[src/rtl/mrd_pkg.sv]
// Shared definitions for the mrd memory bank blocks: bank state codes,
// frame size limits and the sink-side FSM encoding.
package mrd_pkg;

    // Bank state codes driven by the top control FSM
    localparam logic [1:0] MRD_ST_SINK = 2'b00;
    localparam logic [1:0] MRD_ST_RD   = 2'b01;
    localparam logic [1:0] MRD_ST_WR   = 2'b10;
    localparam logic [1:0] MRD_ST_SRC  = 2'b11;

    localparam int MRD_DW      = 16;
    localparam int MRD_MAX_PTS = 1200;
    localparam int MRD_MIN_PTS = 12;
    localparam int MRD_PTS_W   = 12;

    typedef enum logic [1:0] {
        IDLE = 2'd0,
        SINK = 2'd1,
        DONE = 2'd2
    } sink_st_t;

endpackage

[src/rtl/mrd_sink_ctrl_if.sv]
// Streaming sample input of one bank: valid/ready handshake with frame
// delimiters, complex sample and the frame length carried on the sop beat.
interface mrd_sink_ctrl_if #(
    parameter int DW = 16
);
    logic          sink_valid;
    logic          sink_ready;
    logic          sink_sop;
    logic          sink_eop;
    logic [DW-1:0] sink_real;
    logic [DW-1:0] sink_imag;
    logic [11:0]   sink_dftpts;

    modport master (
        output sink_valid, sink_sop, sink_eop, sink_real, sink_imag, sink_dftpts,
        input  sink_ready
    );

    modport slave (
        input  sink_valid, sink_sop, sink_eop, sink_real, sink_imag, sink_dftpts,
        output sink_ready
    );
endinterface

[src/rtl/mrd_sink_ctrl.sv]
// Input stage of one ping-pong bank: accepts a DFT frame, checks its length
// against the sop-time dftpts, writes samples linearly into the bank RAM and
// reports frame start/ongoing/done status to the control FSM.
module mrd_sink_ctrl
    import mrd_pkg::*;
#(
    parameter int DW      = 16,
    parameter int AW      = 11,
    parameter int MAX_PTS = 1200,
    parameter int MIN_PTS = 12
) (
    input  logic                 clk,
    input  logic                 rst_n,
    input  logic [1:0]           ctrl_state,
    mrd_sink_ctrl_if.slave       sink,
    output logic                 stat_sink_sop,
    output logic [MRD_PTS_W-1:0] stat_dftpts,
    output logic                 stat_sink_ong,
    output logic                 wr_en,
    output logic [AW-1:0]        wr_addr,
    output logic [DW-1:0]        wr_real,
    output logic [DW-1:0]        wr_imag,
    output logic                 frame_done,
    output logic                 err_len,
    output logic                 err_pts,
    output logic                 err_nosop
);

    localparam logic [MRD_PTS_W-1:0] PTS_MAX = MRD_PTS_W'(MAX_PTS);
    localparam logic [MRD_PTS_W-1:0] PTS_MIN = MRD_PTS_W'(MIN_PTS);

    sink_st_t             state, state_nxt;
    logic [AW-1:0]        cnt, cnt_nxt;
    logic [AW-1:0]        addr_nxt;
    logic [MRD_PTS_W-1:0] last_idx;
    logic                 ready, acc, pts_ok, is_last;
    logic                 wr_nxt, start, len_e, pts_e, nosop_e, drop;

    assign sink.sink_ready = ready;

    // Handshake, frame checks and next-state/write decisions for the accepted beat
    always_comb begin
        ready     = rst_n && (ctrl_state == MRD_ST_SINK) && (state != DONE);
        acc       = sink.sink_valid && ready;
        pts_ok    = (sink.sink_dftpts >= PTS_MIN) && (sink.sink_dftpts <= PTS_MAX);
        last_idx  = stat_dftpts - 1'b1;
        is_last   = (MRD_PTS_W'(cnt) == last_idx);
        state_nxt = state;
        cnt_nxt   = cnt;
        addr_nxt  = cnt;
        wr_nxt    = 1'b0;
        start     = 1'b0;
        len_e     = 1'b0;
        pts_e     = 1'b0;
        nosop_e   = 1'b0;
        drop      = 1'b0;
        case (state)
            IDLE: begin
                if (acc && sink.sink_sop) begin
                    if (pts_ok) begin
                        start     = 1'b1;
                        wr_nxt    = 1'b1;
                        addr_nxt  = '0;
                        cnt_nxt   = AW'(1);
                        len_e     = sink.sink_eop;
                        state_nxt = sink.sink_eop ? DONE : SINK;
                    end else begin
                        pts_e = 1'b1;
                    end
                end else if (acc) begin
                    nosop_e = 1'b1;
                end
            end
            SINK: begin
                if (acc && sink.sink_sop) begin
                    // A sop inside a frame aborts it and restarts like IDLE
                    len_e = 1'b1;
                    if (pts_ok) begin
                        start     = 1'b1;
                        wr_nxt    = 1'b1;
                        addr_nxt  = '0;
                        cnt_nxt   = AW'(1);
                        state_nxt = sink.sink_eop ? DONE : SINK;
                    end else begin
                        pts_e     = 1'b1;
                        drop      = 1'b1;
                        cnt_nxt   = '0;
                        state_nxt = IDLE;
                    end
                end else if (acc) begin
                    wr_nxt = 1'b1;
                    if (is_last) begin
                        len_e     = !sink.sink_eop;
                        state_nxt = DONE;
                    end else if (sink.sink_eop) begin
                        len_e     = 1'b1;
                        state_nxt = DONE;
                    end else begin
                        cnt_nxt = cnt + 1'b1;
                    end
                end
            end
            DONE: begin
                cnt_nxt   = '0;
                state_nxt = IDLE;
            end
            default: state_nxt = IDLE;
        endcase
    end

    // FSM, sample counter, registered write port and status pulses
    always_ff @(posedge clk or negedge rst_n) begin
        if (!rst_n) begin
            state         <= IDLE;
            cnt           <= '0;
            wr_en         <= 1'b0;
            wr_addr       <= '0;
            wr_real       <= '0;
            wr_imag       <= '0;
            stat_sink_sop <= 1'b0;
            stat_dftpts   <= '0;
            stat_sink_ong <= 1'b0;
            frame_done    <= 1'b0;
            err_len       <= 1'b0;
            err_pts       <= 1'b0;
            err_nosop     <= 1'b0;
        end else begin
            state         <= state_nxt;
            cnt           <= cnt_nxt;
            wr_en         <= wr_nxt;
            stat_sink_sop <= start;
            frame_done    <= (state == DONE);
            err_len       <= len_e;
            err_pts       <= pts_e;
            err_nosop     <= nosop_e;
            if (wr_nxt) begin
                wr_addr <= addr_nxt;
                wr_real <= sink.sink_real;
                wr_imag <= sink.sink_imag;
            end
            if (start)
                stat_dftpts <= sink.sink_dftpts;
            // Ongoing stays up through the frame_done cycle, drops on the edge after
            if (start)
                stat_sink_ong <= 1'b1;
            else if (frame_done || drop)
                stat_sink_ong <= 1'b0;
        end
    end

endmodule

[src/flat_wrapper.sv]
// flat-port wrapper written by rule: the top's interface ports become plain ports
module mrd_sink_ctrl_flat import mrd_pkg::*;
#(
    parameter int DW      = 16,
    parameter int AW      = 11,
    parameter int MAX_PTS = 1200,
    parameter int MIN_PTS = 12
)
  (clk, rst_n, ctrl_state, stat_sink_sop, stat_dftpts, stat_sink_ong, wr_en, wr_addr, wr_real, wr_imag, frame_done, err_len, err_pts, err_nosop, sink_sink_valid, sink_sink_sop, sink_sink_eop, sink_sink_real, sink_sink_imag, sink_sink_dftpts, sink_sink_ready);
  mrd_sink_ctrl_if #(.DW(DW)) sink_i ();
  input  logic clk;
  input  logic rst_n;
  input  logic [1:0] ctrl_state;
  output logic stat_sink_sop;
  output logic [MRD_PTS_W-1:0] stat_dftpts;
  output logic stat_sink_ong;
  output logic wr_en;
  output logic [AW-1:0] wr_addr;
  output logic [DW-1:0] wr_real;
  output logic [DW-1:0] wr_imag;
  output logic frame_done;
  output logic err_len;
  output logic err_pts;
  output logic err_nosop;
  input wire logic [$bits(sink_i.sink_valid)-1:0] sink_sink_valid;
  input wire logic [$bits(sink_i.sink_sop)-1:0] sink_sink_sop;
  input wire logic [$bits(sink_i.sink_eop)-1:0] sink_sink_eop;
  input wire logic [$bits(sink_i.sink_real)-1:0] sink_sink_real;
  input wire logic [$bits(sink_i.sink_imag)-1:0] sink_sink_imag;
  input wire logic [$bits(sink_i.sink_dftpts)-1:0] sink_sink_dftpts;
  output wire logic [$bits(sink_i.sink_ready)-1:0] sink_sink_ready;
  assign sink_i.sink_valid = sink_sink_valid;
  assign sink_i.sink_sop = sink_sink_sop;
  assign sink_i.sink_eop = sink_sink_eop;
  assign sink_i.sink_real = sink_sink_real;
  assign sink_i.sink_imag = sink_sink_imag;
  assign sink_i.sink_dftpts = sink_sink_dftpts;
  assign sink_sink_ready = sink_i.sink_ready;
  mrd_sink_ctrl #(.DW(DW), .AW(AW), .MAX_PTS(MAX_PTS), .MIN_PTS(MIN_PTS)) u_core (.clk(clk), .rst_n(rst_n), .ctrl_state(ctrl_state), .sink(sink_i), .stat_sink_sop(stat_sink_sop), .stat_dftpts(stat_dftpts), .stat_sink_ong(stat_sink_ong), .wr_en(wr_en), .wr_addr(wr_addr), .wr_real(wr_real), .wr_imag(wr_imag), .frame_done(frame_done), .err_len(err_len), .err_pts(err_pts), .err_nosop(err_nosop));
endmodule
[config.mk]
export PLATFORM = sky130hd
export DESIGN_NAME = mrd_sink_ctrl_flat
export DESIGN_NICKNAME = d
export VERILOG_FILES = /design/src/rtl/mrd_pkg.sv /design/src/rtl/mrd_sink_ctrl_if.sv /design/src/rtl/mrd_sink_ctrl.sv /design/src/flat_wrapper.sv
export SDC_FILE = /design/constraint.sdc
export NUM_CORES = 1
export LEC_CHECK = 0
export CAP_MARGIN = 20
export CORE_ASPECT_RATIO = 0.75
export CORE_MARGIN = 1.5
export CORE_UTILIZATION = 44
export CTS_CLUSTER_DIAMETER = 50
export DETAILED_ROUTE_END_ITERATION = 8
export PLACE_DENSITY = 0.76
export SYNTH_ARGS = -nofsm -noshare
export SYNTH_HDL_FRONTEND = slang
export SYNTH_SLANG_ARGS = --single-unit
[constraint.sdc]
create_clock -name clk -period 3.12 [get_ports clk]
set_clock_uncertainty 0.15 [all_clocks]
set_input_delay 0.312 -clock clk [delete_from_list [all_inputs] [get_ports clk]]
set_output_delay 0.312 -clock clk [all_outputs]
set_load 0.01 [all_outputs]
; ---- After elaboration in Yosys (flattened, before gate mapping)
; Index checks and enable logic that the tools add are counted.
[word_totals]
regBits = 75
inputBits = 51
output_inout_bits = 63
elab_cells = 82
[classes]
n_addsub = 2
n_lt_le_gt_ge = 2
n_eq_ne = 10
mux = 41
n_reduce_logical = 14
[ops]
columns = cell, count
row1 = 11-bit two-way mux, 9
row2 = 11-bit case mux with 3 select lines, 1
row3 = 1-bit two-way mux, 20
row4 = 2-bit two-way mux, 8
row5 = 11-bit by 12-bit == test with 1-bit output, 1
row6 = 12-bit by 4-bit >= comparator with 1-bit output (second input constant), 1
row7 = 12-bit by 11-bit <= comparator with 1-bit output (second input constant), 1
row8 = 12-bit by 1-bit subtractor with 12-bit output (second input constant), 1
row9 = 11-bit by 1-bit adder with 11-bit output (second input constant), 1
row10 = 6-bit AND reduction, 1
row11 = 1-bit logical AND, 5
row12 = 2-bit logical NOT, 2
row13 = 2-bit by 1-bit != test with 1-bit output (second input constant), 2
row14 = 4-bit by 2-bit != test with 1-bit output (second input constant), 1
row15 = 1-bit case mux with 2 select lines, 2
row16 = 2-bit case mux with 2 select lines, 1
row17 = 4-bit AND reduction, 1
row18 = 3-bit by 1-bit != test with 1-bit output (second input constant), 1
row19 = 3-bit by 2-bit != test with 1-bit output (second input constant), 1
row20 = 3-bit != test (second input constant), 1
row21 = 3-bit nonzero test, 1
row22 = 2-bit by 1-bit == test with 1-bit output (second input constant), 1
row23 = 2-bit == test (second input constant), 1
row24 = 2-bit != test (second input constant), 1
row25 = 4 further kinds, 4

; ---- Longest topological paths before layout
[depth]
depth_word = 10
ltp_mapped = 11
depth_no_buf = 9

; ---- Worst setup path before layout
; Ideal clock, no wire load.
[synth_path]
kind = flip-flop to flip-flop
from = register u_core.state[0]
to = register u_core.wr_imag[10]
setup_time_ps = 127
arrival_time_ps = 2825
slack_ps = 18
stages_incl_launch_ff = 11
path_buffers = 2
period_less_slack_ps = 3102
cell_sequence = dfrtp_1 > inv_1 > ha_1 > nor4b_1 > and2_0 > nand2_1 > nor3_4 > or2_1 > buf_4 > buf_6 > mux2_1
[synth_between]
elab_chain_cells = 6
word_cells_on_any_way = 10
classes_between = 2 x eq/ne / 4 x mux / 4 x reduce/logical
[synth_rtl]
columns = element, line
row1 = "start, declared", mrd_sink_ctrl.sv:32  ; sink_st_t state, state_nxt;
row2 = "start signal, assigned", mrd_sink_ctrl.sv:128  ; state <= state_nxt;
row3 = 2-bit != test *, mrd_sink_ctrl.sv:43  ; ready = rst_n && (ctrl_state == MRD_ST_SINK) && (state != DONE);
row4 = 1-bit logical AND *, mrd_sink_ctrl.sv:43
row5 = net sink_sink_ready, flat_wrapper.sv:31  ; output wire logic [$bits(sink_i.sink_ready)-1:0] sink_sink_ready;
row6 = 1-bit logical AND *, mrd_sink_ctrl.sv:44  ; acc = sink.sink_valid && ready;
row7 = 1-bit two-way mux or 1-bit logical AND (tied branches), "mrd_sink_ctrl.sv:90, mrd_sink_ctrl.sv:59, mrd_sink_ctrl.sv:75"
row8 = 1-bit two-way mux, mrd_sink_ctrl.sv:75  ; if (acc && sink.sink_sop) begin
row9 = 1-bit case mux with 2 select lines *, mrd_sink_ctrl.sv:57  ; case (state)
row10 = "end signal, assigned", mrd_sink_ctrl.sv:139  ; wr_imag <= sink.sink_imag;
row11 = "end, declared", mrd_sink_ctrl.sv:22  ; output logic [DW-1:0] wr_imag,
; Mark *: on every way through the listed nets, which the timed path passes. The rest lies on a longest branch.
; A chain may end at the register's enable or synchronous reset.

; ---- Final worst setup path
[layout_path]
from = input port sink_sink_dftpts[2]
to = register u_core.wr_real[13]
[layout_between]
elab_chain_cells = 5
word_cells_on_any_way = 7
classes_between = 2 x order compare / 4 x mux / 1 x reduce/logical
[layout_rtl]
columns = element, line
row1 = "start, declared", flat_wrapper.sv:30  ; input wire logic [$bits(sink_i.sink_dftpts)-1:0] sink_sink_dftpts;
row2 = 12-bit by 4-bit >= comparator with 1-bit output or 12-bit by 11-bit <= comparator with 1-bit output (tied branches), mrd_sink_ctrl.sv:45  ; pts_ok = (sink.sink_dftpts >= PTS_MIN) && (sink.sink_dftpts <= PTS_MAX);
row3 = 1-bit logical AND *, mrd_sink_ctrl.sv:45
row4 = 1-bit two-way mux *, "mrd_sink_ctrl.sv:60, mrd_sink_ctrl.sv:78"
row5 = 1-bit two-way mux, mrd_sink_ctrl.sv:75
row6 = 1-bit case mux with 2 select lines *, mrd_sink_ctrl.sv:57
row7 = "end signal, assigned", mrd_sink_ctrl.sv:138  ; wr_real <= sink.sink_real;
row8 = "end, declared", mrd_sink_ctrl.sv:21  ; output logic [DW-1:0] wr_real,
; Every way passes the cells marked *; elsewhere a longest branch is shown, timed or not.

==> results_dict.tcl <==
set metrics [dict create \
    timing.rr.end "u_core.state[0]" \
    clk_pin_slew_ns 0.06 \
    criticalPathCategory "input pin to register" \
    grt_antenna_before_repair 1 \
    slew_headroom_pct 56.3 \
    start_util_pct 45.0 \
    wirelength_um 10500 \
    fin_util_pct 64.2 \
    grt_pass1_vias 3333 \
    worstSetupEndpointType "register" \
    stdcell_count 593 \
    timing.rr.start "u_core.stat_dftpts[1]" \
    hold_viol_final 0 \
    fmax_mhz 337 \
    fin_crit_sh_pct 95.1 \
    dp_hpwl_um 7290 \
    async_flop_share_pct 100 \
    drc 0 \
    route.vias.total 3338 \
    drt_iter0_markers 296 \
    grt_pass1_wl_um 16600 \
    clock-sinks 75 \
    fin_crit_ns 2.97 \
    dp.cells 574 \
    worstPathRequired_ns 3.19 \
    cts_setup_buffers 0 \
    coreArea_mm2 0.00838 \
    netlist_instances 356 \
    clock_path_buffers 2 \
    rrSetupSlack_ns 0.17 \
    place_congestion 0.904 \
    hold_slack_ns 0.332 \
    grt_usage_pct 23.7 \
    final_antenna_net_count 0 \
    io-pin-count 114 \
    clock-root-buffer "clkbuf_16" \
    peakVddDrop_v 0.000442 \
    die_area_mm2 0.00914 \
    rows 29 \
    avgRoutedWirePerCell_um 17.7 \
    dr.pass1.iters 4 \
    synthesis.nets 413 \
    synthTopCellsByArea "dfrtp_1 (50%), mux2_1 (8.7%), nand2_1 (4.3%)" \
    p_per_area_mw_per_mm2 732 \
    min_to "u_core.wr_imag[14]" \
    synth_area_mm2 0.00377 \
    whs_path_depth 1 \
    p_leak_uw 0.00230 \
    drive_above_1_share_pct 12.0 \
    fillers 676 \
    ys_types 52 \
    slew_viol_final 0 \
    die_w_um 110 \
    reg2reg_depth 9 \
    status "complete, no violations" \
    synth_warnings 0 \
    port-buffer-count 113 \
    cts_tree "done" \
    start_kind "input pin" \
    synth-seq-cells 75 \
    hold_path.startpoint "u_core.wr_imag[14]" \
    grt_max_degree 52 \
    area_growth_pct 42.6 \
    yosysTopAreaCell "dfrtp_1" \
    arrival_ns 3.03 \
    hp-class "register to register" \
    tightest_slew_ns 0.656 \
    clock_latency_ns 0.33 \
    yosysSeqAreaShare_pct 49.8 \
    fin_nets 536 \
    setup_violations 0 \
    multi_input_area_mm2 0.00177 \
    critPathMaxFanout 33 \
    syn_area_per_cell_um2 10.6 \
    cts_max_level 3 \
    gr-total-overflow 0 \
    regArea_mm2 0.00188 \
    die_h_um 83.2 \
    synth_edf_count 0 \
    cap_violations 0 \
    ys.flop_type "dfrtp_1" \
    netlist.area_leader.share_pct 49.8 \
    cts-buffers-inserted 9 \
    vias_per_cell 5.63 \
]
[sequential cells by signal, summed over array words and instances, names as in the netlist, 2 cells and up]
register,count
u_core.wr_imag,16
u_core.wr_real,16
u_core.stat_dftpts,12
u_core.cnt,11
u_core.wr_addr,11
u_core.state,2
[critical path, cell delays in order]
cell             delay (ns)
clkdlybuf4s50_1        0.41
or4_1                  0.52
a31o_1                 0.24
a211o_1                0.34
a21o_1                 0.24
nor3_4                 0.17
or2_1                  0.20
buf_12                 0.23
mux2_2                 0.36
[metal layers]
layer / GRT usage (%) / routed length, um
met1: 31.6 / 4360
met2: 37.2 / 5100
met3: 4.32 / 744
met4: 11.0 / 271
met5: 0 / 0
[layout make-up]
class / instances / share of cell area, %
Inverter: 11 / 0.768
Clock buffer: 9 / 4.19
Sequential cell: 75 / 34.9
Timing Repair Buffer: 130 / 23.6
Clock inverter: 7 / 0.977
Antenna cell: 1 / 0.0465
Multi-Input combinational cell: 252 / 33.0
Tap cell: 108 / 2.51
[what timing repair did]
item / in CTS / in global routing
hold endpoints to repair: 24 / 0
hold buffers: 1 / 0
setup endpoints to repair: 0 / 54
resized for setup: 0 / 5
[power by group]
part	total, uW	switching (uW)	internal, uW
clock network	960	418	542
logic	1540	707	832
registers	1440	210	1230
total	3940	1340	2600
[cell families after synthesis]
kind of cell / Yosys count / share of synthesized area [%]
simple gates: 119 / 16.1
flops: 75 / 49.8
compound gates: 67 / 11.6
mux: 44 / 13.1
buf+inv: 30 / 3.95
xor+xnor: 15 / 3.48
fa+ha+maj: 6 / 1.99
[cell usage in the layout (no fill, tap or decap), drive strengths merged, types with 3 or more instances in the layout]
cell type | netlist | final
or2 | 4 | 4
nand2 | 43 | 43
xor2 | 5 | 5
a211oi | 4 | 4
o21ai | 5 | 5
nor2 | 11 | 11
mux2 | 43 | 43
nand3b | 3 | 3
dfrtp | 75 | 75
clkbuf | 9 | 9
o22ai | 3 | 3
nor4b | 3 | 3
buf | 10 | 17
clkinv | 0 | 5
and3 | 3 | 3
nor2b | 3 | 3
nand3 | 10 | 10
ha | 6 | 6
nand2b | 6 | 6
clkdlybuf4s50 | 0 | 112
a31oi | 17 | 17
nor4 | 6 | 6
inv | 11 | 12
a31o | 2 | 3
nor3 | 17 | 17
xnor2 | 10 | 10
a21oi | 18 | 18
[cells in the mapped netlist, types with 9 or more instances]
library cell	instances
dfrtp_1	75
nor3_1	16
clkbuf_1	9
mux2_1	29
a31oi_1	17
a21oi_1	18
nor2_1	11
nand3_1	10
xnor2_1	10
mux2_2	14
inv_1	11
nand2_1	43
[metrics by stage]
step	power, uW	worst slack, ns	setup TNS [ns]	cell area, um2
floorplan	2170	0.0180	0	3770
global placement	2880	-0.127	-4.31	5060
detailed placement	2930	-0.170	-5.87	5060
CTS	3920	0.137	0	5350
global route	4140	-0.0299	-0.0636	5380
finish	3940	0.152	0	5380
[worst max path at each step]
stage / startpoint / endpoint / depth (start not counted)
finish: sink_sink_dftpts[2] / u_core.wr_real[13] / 9
global route: u_core.stat_dftpts[0] / u_core.cnt[10] / 10
CTS: u_core.state[0] / u_core.cnt[1] / 9
detailed placement: sink_sink_dftpts[2] / u_core.wr_real[13] / 9
global placement: sink_sink_dftpts[2] / u_core.wr_real[13] / 9
floorplan: u_core.state[0] / u_core.wr_imag[10] / 10
(Power assumes the default switching activity.)
